File: src/rtl/regreset_pkg.sv
// regreset_seq shared constants: default width, prescaler width
// and the two reset patterns loaded into the ring.
package regreset_pkg;

  localparam int W_DEF  = 4;
  localparam int NP_DEF = 22;

  localparam logic [W_DEF-1:0] INI0_DEF = 4'b1001;
  localparam logic [W_DEF-1:0] INI1_DEF = 4'b0110;

endpackage

File: src/rtl/regreset_seq_prescaler_tick.sv
// prescaler_tick: NP-bit free-running counter with a one-cycle
// terminal-count pulse every 2^NP clocks.
module prescaler_tick
  import regreset_pkg::*;
#(
  parameter int NP = NP_DEF
) (
  input  logic clk,
  input  logic rst,
  output logic tick
);

  logic [NP-1:0] cnt;

  always_ff @(posedge clk) begin
    if (rst) begin
      cnt <= '0;
    end else begin
      cnt <= cnt + NP'(1);
    end
  end

  assign tick = (cnt == '1);

endmodule

File: src/rtl/regreset_seq.sv
// regreset_seq: two-register ring swapped once per prescaler period.
// Define REGRESET_POR_EN for a self-initialising power-on reset.
module regreset_seq
  import regreset_pkg::*;
#(
  parameter int            NP   = NP_DEF,
  parameter int            W    = W_DEF,
  parameter logic [W-1:0]  INI0 = W'(INI0_DEF),
  parameter logic [W-1:0]  INI1 = W'(INI1_DEF)
) (
  input  logic         clk,
  input  logic         rst,
  output logic [W-1:0] data
);

  logic         rst_i;
  logic         tick;
  logic [W-1:0] reg0;
  logic [W-1:0] reg1;

`ifdef REGRESET_POR_EN
  // Power-up value of the flag forces a reset on the first edge.
  logic por_done = 1'b0;

  always_ff @(posedge clk) begin
    por_done <= 1'b1;
  end

  assign rst_i = rst | ~por_done;
`else
  assign rst_i = rst;
`endif

  prescaler_tick #(
    .NP (NP)
  ) u_pre (
    .clk  (clk),
    .rst  (rst_i),
    .tick (tick)
  );

  always_ff @(posedge clk) begin
    if (rst_i) begin
      reg0 <= INI0;
      reg1 <= INI1;
    end else if (tick) begin
      reg0 <= reg1;
      reg1 <= reg0;
    end
  end

  assign data = reg0;

endmodule

File: config.mk
export PLATFORM = sky130hd
export DESIGN_NAME = regreset_seq
export DESIGN_NICKNAME = d
export VERILOG_FILES = /design/src/rtl/regreset_pkg.sv /design/src/rtl/regreset_seq_prescaler_tick.sv /design/src/rtl/regreset_seq.sv
export SDC_FILE = /design/constraint.sdc
export NUM_CORES = 1
export LEC_CHECK = 0
export ABC_AREA = 1
export CORE_UTILIZATION = 60
export DETAILED_ROUTE_END_ITERATION = 10
export DONT_BUFFER_PORTS = 1
export HOLD_SLACK_MARGIN = 0.08
export PLACE_DENSITY = 0.76
export SKIP_CTS_REPAIR_TIMING = 1
export SYNTH_ARGS = -nofsm -noshare
export SYNTH_HDL_FRONTEND = slang
export SYNTH_SLANG_ARGS = --single-unit
File: constraint.sdc
create_clock -name clk -period 2.42 [get_ports clk]
set_input_delay 0.484 -clock clk [delete_from_list [all_inputs] [get_ports clk]]
set_output_delay 0.484 -clock clk [all_outputs]
set_load 0.01 [all_outputs]
# Yosys cells after proc, flatten, opt, wreduce, memory -nomap -nowiden
# Index checks and enable logic that the tools add are counted.
# classes
eq_ne	1
addsub	1
# op_table
operator	count
adder 22 x 1 -> 22 bit, second input constant	1
equality test 22 bit, second input constant	1
# totals
input_bits	2
word_cells	5
register_bits	30

# Longest topological paths before layout
# Gate-level depths: netlist (run 1).
# depth
ltp_word	1
ltp_mapped	9

# Hierarchy
# A second synthesis (run 1) with hierarchy kept.
# hier_totals
cells_unflattened	204
area_unflattened_um2	1425.1
# by_module_without_submodules
module	area_per_inst_um2	cells_per_inst	seq_area_each_um2	n_inst
prescaler_tick	1121.1	161	440.4	1
regreset_seq	304.0	43	160.2	1

# Worst setup path after synthesis (run 1)
# OpenSTA, ideal clock, no wires.
# synth_timing
kind	flip-flop to flip-flop
startpoint	reg u_pre.cnt[0]
endpoint	reg reg0[0], in the netlist data[0]
path_buffers	0
synth_period_minus_slack_ns	1.356
t_arrival_ns	1.222
slack_ns	1.064
path_stages_with_launch	9
setup_ns	0.134
required_time_ns	2.286
cell_sequence	dfxtp_1 ha_1 nand2_2 nor2_4 nand2_2 nor2_4 nand2_1 nand2_1 nand3_1
# synth_via
elab_chain_len	1
# synth_rtl
element	line	rtl
start: declaration	regreset_seq_prescaler_tick.sv:13	logic [NP-1:0] cnt;
start signal: assignment	regreset_seq_prescaler_tick.sv:19	cnt <= cnt + NP'(1);
equality test 22 bit	regreset_seq_prescaler_tick.sv:23	assign tick = (cnt == '1);
end signal: assignment	regreset_seq.sv:47	reg0 <= reg1;
end: declaration	regreset_seq.sv:18	logic [W-1:0] reg0;
# No other way between the ends.
# A chain may end at the register's enable or synchronous reset.

# Final worst setup path (run 1)
# layout_timing
startpoint	reg u_pre.cnt[0]
endpoint	reg reg1[2]
# layout_via
elab_chain_len	1
# layout_rtl
element	line	rtl
equality test 22 bit	regreset_seq_prescaler_tick.sv:23	
end signal: assignment	regreset_seq.sv:48	reg1 <= reg0;
end: declaration	regreset_seq.sv:19	logic [W-1:0] reg1;
# No other way between the ends.

==> results of run 1 <==
## power by group through the flow
stage | clock [mW] | combinational (mW) | sequential, mW
detailed placement | 0 | 0.0160 | 0.513
global placement | 0 | 0.0152 | 0.512
CTS | 0.270 | 0.0161 | 0.501
global route | 0.289 | 0.0188 | 0.502
finish | 0.262 | 0.0157 | 0.501
floorplan | 0 | 0.0164 | 0.512
## metrics by stage
stage | hold slack (ns) | cells
after floorplan | 0.430 | 189
after global placement | 0.440 | 212
after detailed placement | 0.448 | 212
final | 0.221 | 219
after CTS | 0.210 | 219
after global routing | 0.205 | 219
## critical path, stage by stage, from the launching register on
cell,delay [ns]
dfxtp_1,0.38
ha_1,0.20
nand2_2,0.09
nor2_4,0.13
nand2_2,0.10
nor2_4,0.25
nand2_1,0.24
nand2_1,0.11
nand3_1,0.07
## area by class of cell
cell class	count	area, um2
sequential	30	601
tap	27	33.8
clock buffer	7	45.0
fill	191	636
inverter	13	48.8
multi-input combinational	142	678
## worst max path at each step
stage,startpoint,endpoint,cells past startpoint
global placement,u_pre.cnt[0]$_SDFF_PP0_,data[3]$_SDFFE_PP1N_,8
global route,u_pre.cnt[0]$_SDFF_PP0_,reg1[1]$_SDFFE_PP1N_,8
CTS,u_pre.cnt[0]$_SDFF_PP0_,reg1[2]$_SDFFE_PP1N_,8
detailed placement,u_pre.cnt[0]$_SDFF_PP0_,reg1[2]$_SDFFE_PP1N_,8
floorplan,u_pre.cnt[0]$_SDFF_PP0_,data[0]$_SDFFE_PP1N_,8
finish,u_pre.cnt[0]$_SDFF_PP0_,reg1[2]$_SDFFE_PP1N_,8
## per-layer routing
| metal | GRT usage, % | share of wire (%) |
|---|---|---|
| met4 | 8.57 | 1.2 |
| met5 | 0 | 0 |
| met2 | 40.2 | 47 |
| met1 | 29.5 | 48 |
| met3 | 8.41 | 3.5 |
## cell usage in the layout (no fill, tap or decap), drive strengths merged
master	netlist	layout
nand2	48	48
nor2	41	41
dfxtp	30	30
nand3	22	22
a21oi	14	14
inv	13	13
clkbuf	3	7
o21ai	6	6
xor2	5	5
nand4	2	2
xnor2	1	1
o21a	1	1
nor3	1	1
ha	1	1
## registers in the layout, indices dropped and copies added (netlist names)
name,flops
data,4
reg1,4
u_pre.cnt,22
## cell families (layout without fill, tap and decap cells)
kind of cell	count (synthesis)	in the layout	share of synthesized area [%]
AND/OR/NAND/NOR	114	114	37.4
adder cells (fa/ha/maj)	1	1	0.927
AO/OA/AOI/OAI	21	21	7.97
XOR/XNOR	6	6	3.89
buffers and inverters	17	20	5.28
flip-flops	30	30	44.5
==> metrics.txt, run 1 <==
Synth-to-Final Area Change 4.17%; first-pass GRT wire length 4400 um; Clock Latency Late Sink 0.32 ns; synth top area cells dfxtp_1 (44%), nand2_1 (12%), nor2_1 (11%); final hold viol count 0; largest net degree at the start of global routing 17; Hold EP data[2]$_SDFFE_PP0N_; reg2reg start u_pre.cnt[0]$_SDFF_PP0_; cts bufs inserted 5; Worst EP arrival 1.87 ns; GRT overflow 0; hold path depth 1; synth cell count leaders nand2_1 (44), nor2_1 (38), dfxtp_1 (30); final std cell area, no fill 1410 um2; die height 49.4 um; placer congestion estimate 0.818; final setup vio count 0; Clock Skews 0.00737 ns; Static Leak 0.497 nW; Place WS 0.754 ns; vias post-DR 1,173; clock group share of total power 33.7%; number of vias per cell 5.36; DR iter-0 viols 27; antenna cells 0; CTS tree yes; R2R Setup Slk 0.73 ns; # DRC 0; Port Buffer Count 0; Synth cell types 17; ANT nets after route 0; HPWL Detailed 1870 um; Worst Setup Start Kind register; prevailing post-synth register cell dfxtp_1; clock slew at reported path FFs 0.09 ns; number of flops mapped to enable cells by yosys 0; f_max 0.590 GHz; Syn Inst Count 189; R2R depth 8; hold crit path type in -> reg; Cell Area, Placed 1360 um2; Pwr Density 554 nW/um2; area leader, netlist dfxtp_1; period utilization 70.0%; Die Wd 49.4 um; CTS root buf clkbuf_4; I/O pin total 6; reg-to-reg endpoint reg1[2]$_SDFFE_PP1N_; antenna violations before repair 0; Final min period 1.69 ns; Int Pwr 612 uW; RSZ-0062 raised after global routing false; H-Tree Depth 2; Setup WS post-layout 0.725 ns; TNS Setup 0 ns; die area 2440 um2; Site Rows 16; Longest Clk Path Bufs 2; syn_area_per_cell 7.14 um2; post-synthesis register bit count 30; critical path fanouts, max 12; Setup crit end kind register; CP required 2.60 ns; Sw Pwr 167 uW; Sw Share 21.4%; Comb pwr share 2.0%; Worst Max-Slew Pin Slew 0.477 ns; status completed; DRT Pass-1 Iters 4; Seq pwr share 64.3%; Synth async-reset ratio 0%; vias in the first global route 1,085; Final Util 68.9%; Core ar. 2040 um2; final slew viol count 0; Post-Route WL 2550 um; number of synthesis warnings 0; most numerous cell in the Yosys netlist nand2_1; starting density of the core 66.1%; total power 779 uW; post-synthesis sequential area ratio 44.5%; hold path startpoint rst; Setup CP Type reg -> reg; CTS Sinks 30; overall routing resource usage 24.4%; nets@finish 195; per-cell routed wire length 11.6 um; Mapped Nets 192; Worst VDD drop 0.470 mV; Max-Cap Viols 0; post-synth top area share 44.5%; layout cell share with drive strength beyond 1 6.77%; Synth Cell Area 1350 um2; Slew HR 68.1%
No activity file was read; power rests on OpenSTA's default activity.
==> inputs of run 2 (changes only) <==
--- a/config.mk
+++ b/config.mk
@@ -5,7 +5,7 @@
 export SDC_FILE = /design/constraint.sdc
 export NUM_CORES = 1
 export LEC_CHECK = 0
-export ABC_AREA = 1
+export ABC_AREA = 0
 export CORE_UTILIZATION = 60
 export DETAILED_ROUTE_END_ITERATION = 10
 export DONT_BUFFER_PORTS = 1
==> constraint.sdc (replaced) <==
create_clock -name clk -period 1.72 [get_ports clk]
set_input_delay 0.344 -clock clk [delete_from_list [all_inputs] [get_ports clk]]
set_output_delay 0.344 -clock clk [all_outputs]
set_load 0.01 [all_outputs]
==> run 2 against run 1 <==
  * Register-to-register slack lost 0.66 ns
  * Critical path type unchanged
  * Largest power group unchanged
  * Sequential share of layout area decreased by 4.5 points
  * Maximum frequency grew 2.1%
  * Highest routed layer unchanged
  * Wire length grew 10%
==> metrics.txt, run 2 <==
per-cell routed wire length 14.5 um (+24%); starting density of the core 66.4% (+0.25 points); Core ar. 2040 um2 (unchanged); Worst EP arrival 1.92 ns (+0.05 ns); final slew viol count 0 (unchanged); die area 2450 um2 (+0.34%); Comb pwr share 3.1% (+1.1 points); H-Tree Depth 2 (unchanged); vias in the first global route 1,086 (+0.092%); synth cell count leaders dfxtp_1 (30), a21oi_1 (13), nand3_1 (12), o31ai_1 (12), nor2_1 (11); post-synthesis sequential area ratio 44.3% (-0.16 points); Slew HR 45.9% (-22 points); max reg flops 22 (unchanged); status completed; layout cell share with drive strength beyond 1 17.4% (+11 points); synth top area cells dfxtp_1 (44%), o31ai_1 (6.6%), a21oi_1 (4.8%); prevailing post-synth register cell dfxtp_1; Port Buffer Count 0 (unchanged); Setup CP Type reg -> reg; Static Leak 0.558 nW (+12%); Reg area 601 um2 (unchanged); largest net degree at the start of global routing 27 (+10); worst path buffer plus inverter count 1 (+1); Synth async-reset ratio 0% (unchanged); Syn Inst Count 153 (-19%); Pwr Density 803 nW/um2 (+45%); clock group share of total power 41.1% (+7.4 points); Max-Cap Viols 0 (unchanged); most numerous cell in the Yosys netlist dfxtp_1; Layout fillers 165 (-14%); DR iter-0 viols 33 (+22%); worst-path cell chain buf_4 > nand3_1 > or2_4 > or4_1 > a21oi_1; DRT Pass-1 Iters 4 (unchanged); post-synth top area share 44.3% (-0.16 points); Seq pwr share 55.8% (-8.5 points); cts bufs inserted 5 (unchanged); number of vias per cell 6.01 (+12%); Worst path top cell family by delay simple AND/OR/NAND/NOR gates; Die Wd 49.5 um (+0.17%); Setup WS post-layout 0.0607 ns (-0.664 ns); area leader, netlist dfxtp_1; Worst Max-Slew Pin Slew 0.809 ns (+0.332 ns); final setup vio count 0 (unchanged); CTS Sinks 30 (unchanged); GRT overflow 0 (unchanged); f_max 0.603 GHz (+2.1%); first-pass GRT wire length 4670 um (+6.1%); Int Pwr 999 uW (+63%); antenna violations before repair 0 (unchanged); clock slew at reported path FFs 0.09 ns (about the same); vias post-DR 1,165 (-0.68%); Multi-input gate area 712 um2 (+5.0%); CTS root buf clkbuf_4; # DRC 0 (unchanged); ANT nets after route 0 (unchanged); Synth Cell Area 1360 um2 (+0.37%); worst hold slack 0.193 ns (-0.0278 ns); post-synthesis register bit count 30 (unchanged); critical path fanouts, max 11 (-1); die height 49.5 um (+0.17%); commonest non-fill, non-tap cell in the layout dfxtp_1; R2R Setup Slk 0.06 ns (-0.66 ns); syn_area_per_cell 8.86 um2 (+24%); Final min period 1.66 ns (-0.0357 ns); nets@finish 169 (-13%); Synth cell types 29 (+12); Sw Share 20.9% (-0.46 points); overall routing resource usage 25.4% (+0.97 points); Post-Route WL 2810 um (+10%); Worst Setup Start Kind register; Place WS 0.0345 ns (-0.719 ns); Longest Clk Path Bufs 2 (unchanged); I/O pin total 6 (unchanged); Site Rows 16 (unchanged); placer congestion estimate 0.771 (-5.7%); hold crit path type in -> reg; final hold viol count 0 (unchanged); Biggest register u_pre.cnt; antenna cells 0 (unchanged); Clock Skews 0.00457 ns (-0.00279 ns); Synth-to-Final Area Change 16.1%; crit path max-delay cell type or4_1; Clock Latency Late Sink 0.33 ns (about the same); Worst VDD drop 0.647 mV (+38%); Setup crit end kind register; number of synthesis warnings 0 (unchanged); CP required 1.98 ns (-0.62 ns); commonest cells after routing, fill and taps aside dfxtp_1 (30), a21oi_1 (13), nand3_1 (12); Sw Pwr 265 uW (+59%); Mapped Nets 156 (-19%); crit-path max cell delay 0.48 ns (+0.10 ns); number of flops mapped to enable cells by yosys 0 (unchanged); CTS tree yes; HPWL Detailed 1850 um (-0.96%); period utilization 96.5% (+26 points)
[run 2: cell types whose count changed in the layout (fill, tap and decap cells not counted), sizes merged, moves of 3 or more]
cell	before	now
buf	0	11
xnor2	1	4
nand2	48	8
and4	0	5
inv	13	4
o31ai	0	12
dlygate4sd3	0	5
nand4	2	12
or3	0	5
nor2	41	11
and2	0	4
nand3	22	12
or4	0	5
[run 2: path summary, 6_finish.rpt]
kind | depth (start not counted) | from | endpoint
hold / removal | 2 | rst | u_pre.cnt[16]$_SDFF_PP0_
setup / recovery | 5 | u_pre.cnt[0]$_SDFF_PP0_ | u_pre.cnt[19]$_SDFF_PP0_
setup reg to reg | 5 | u_pre.cnt[0]$_SDFF_PP0_ | u_pre.cnt[19]$_SDFF_PP0_
hold reg to reg | 2 | u_pre.cnt[16]$_SDFF_PP0_ | u_pre.cnt[16]$_SDFF_PP0_
[run 2: worst reg2reg max path: cells and delay by family (launching register included)]
kind                   cells  cell delay (ns)
and+or+nand+nor            3             0.92
DFF                        1             0.36
AOI/OAI and AO/OA          1             0.17
buffers and inverters      1             0.13
[run 2: logic make-up after synthesis]
group,share of synthesized area (%)
simple gates,29.8
compound gates,13.7
flops,44.3
buf+inv,4.80
xor+xnor,6.46
fa+ha+maj,0.923
[run 2: area by class of cell]
cell class	count	area share [%]
clock buffer	8	5.01
timing repair buffer	16	8.43
tap	27	2.15
multi-input combinational	109	45.3
inverter	4	0.955
sequential	30	38.2
[run 2: metrics by stage]
step	setup TNS (ns)	area (um2)	instances	util, %	power (mW)
2_1_floorplan	0	1360	153	-	0.739
3_3_place_gp	0	1420	181	69.6	0.740
3_5_place_dp	0	1420	181	69.6	0.740
4_1_cts	0	1500	189	73.5	1.26
5_1_grt	-0.0567	1570	194	77.0	1.31
6_report	0	1570	194	77.0	1.26
[run 2: power groups by stage]
| stage | logic [mW] | clock network (mW) | registers, mW |
|---|---|---|---|
| floorplan | 0.0174 | 0 | 0.721 |
| global placement | 0.0198 | 0 | 0.720 |
| detailed placement | 0.0198 | 0 | 0.721 |
| CTS | 0.0200 | 0.533 | 0.704 |
| global route | 0.0429 | 0.561 | 0.706 |
| finish | 0.0391 | 0.520 | 0.705 |
[run 2: routing by layer]
layer  vias up  global-route usage (%)  share of wire, %
li1        592                       -                 -
met1       551                    30.9                47
met2        15                    39.6                47
met3         7                    9.88               4.2
met4         0                    11.0               1.5
met5         -                       0                 0
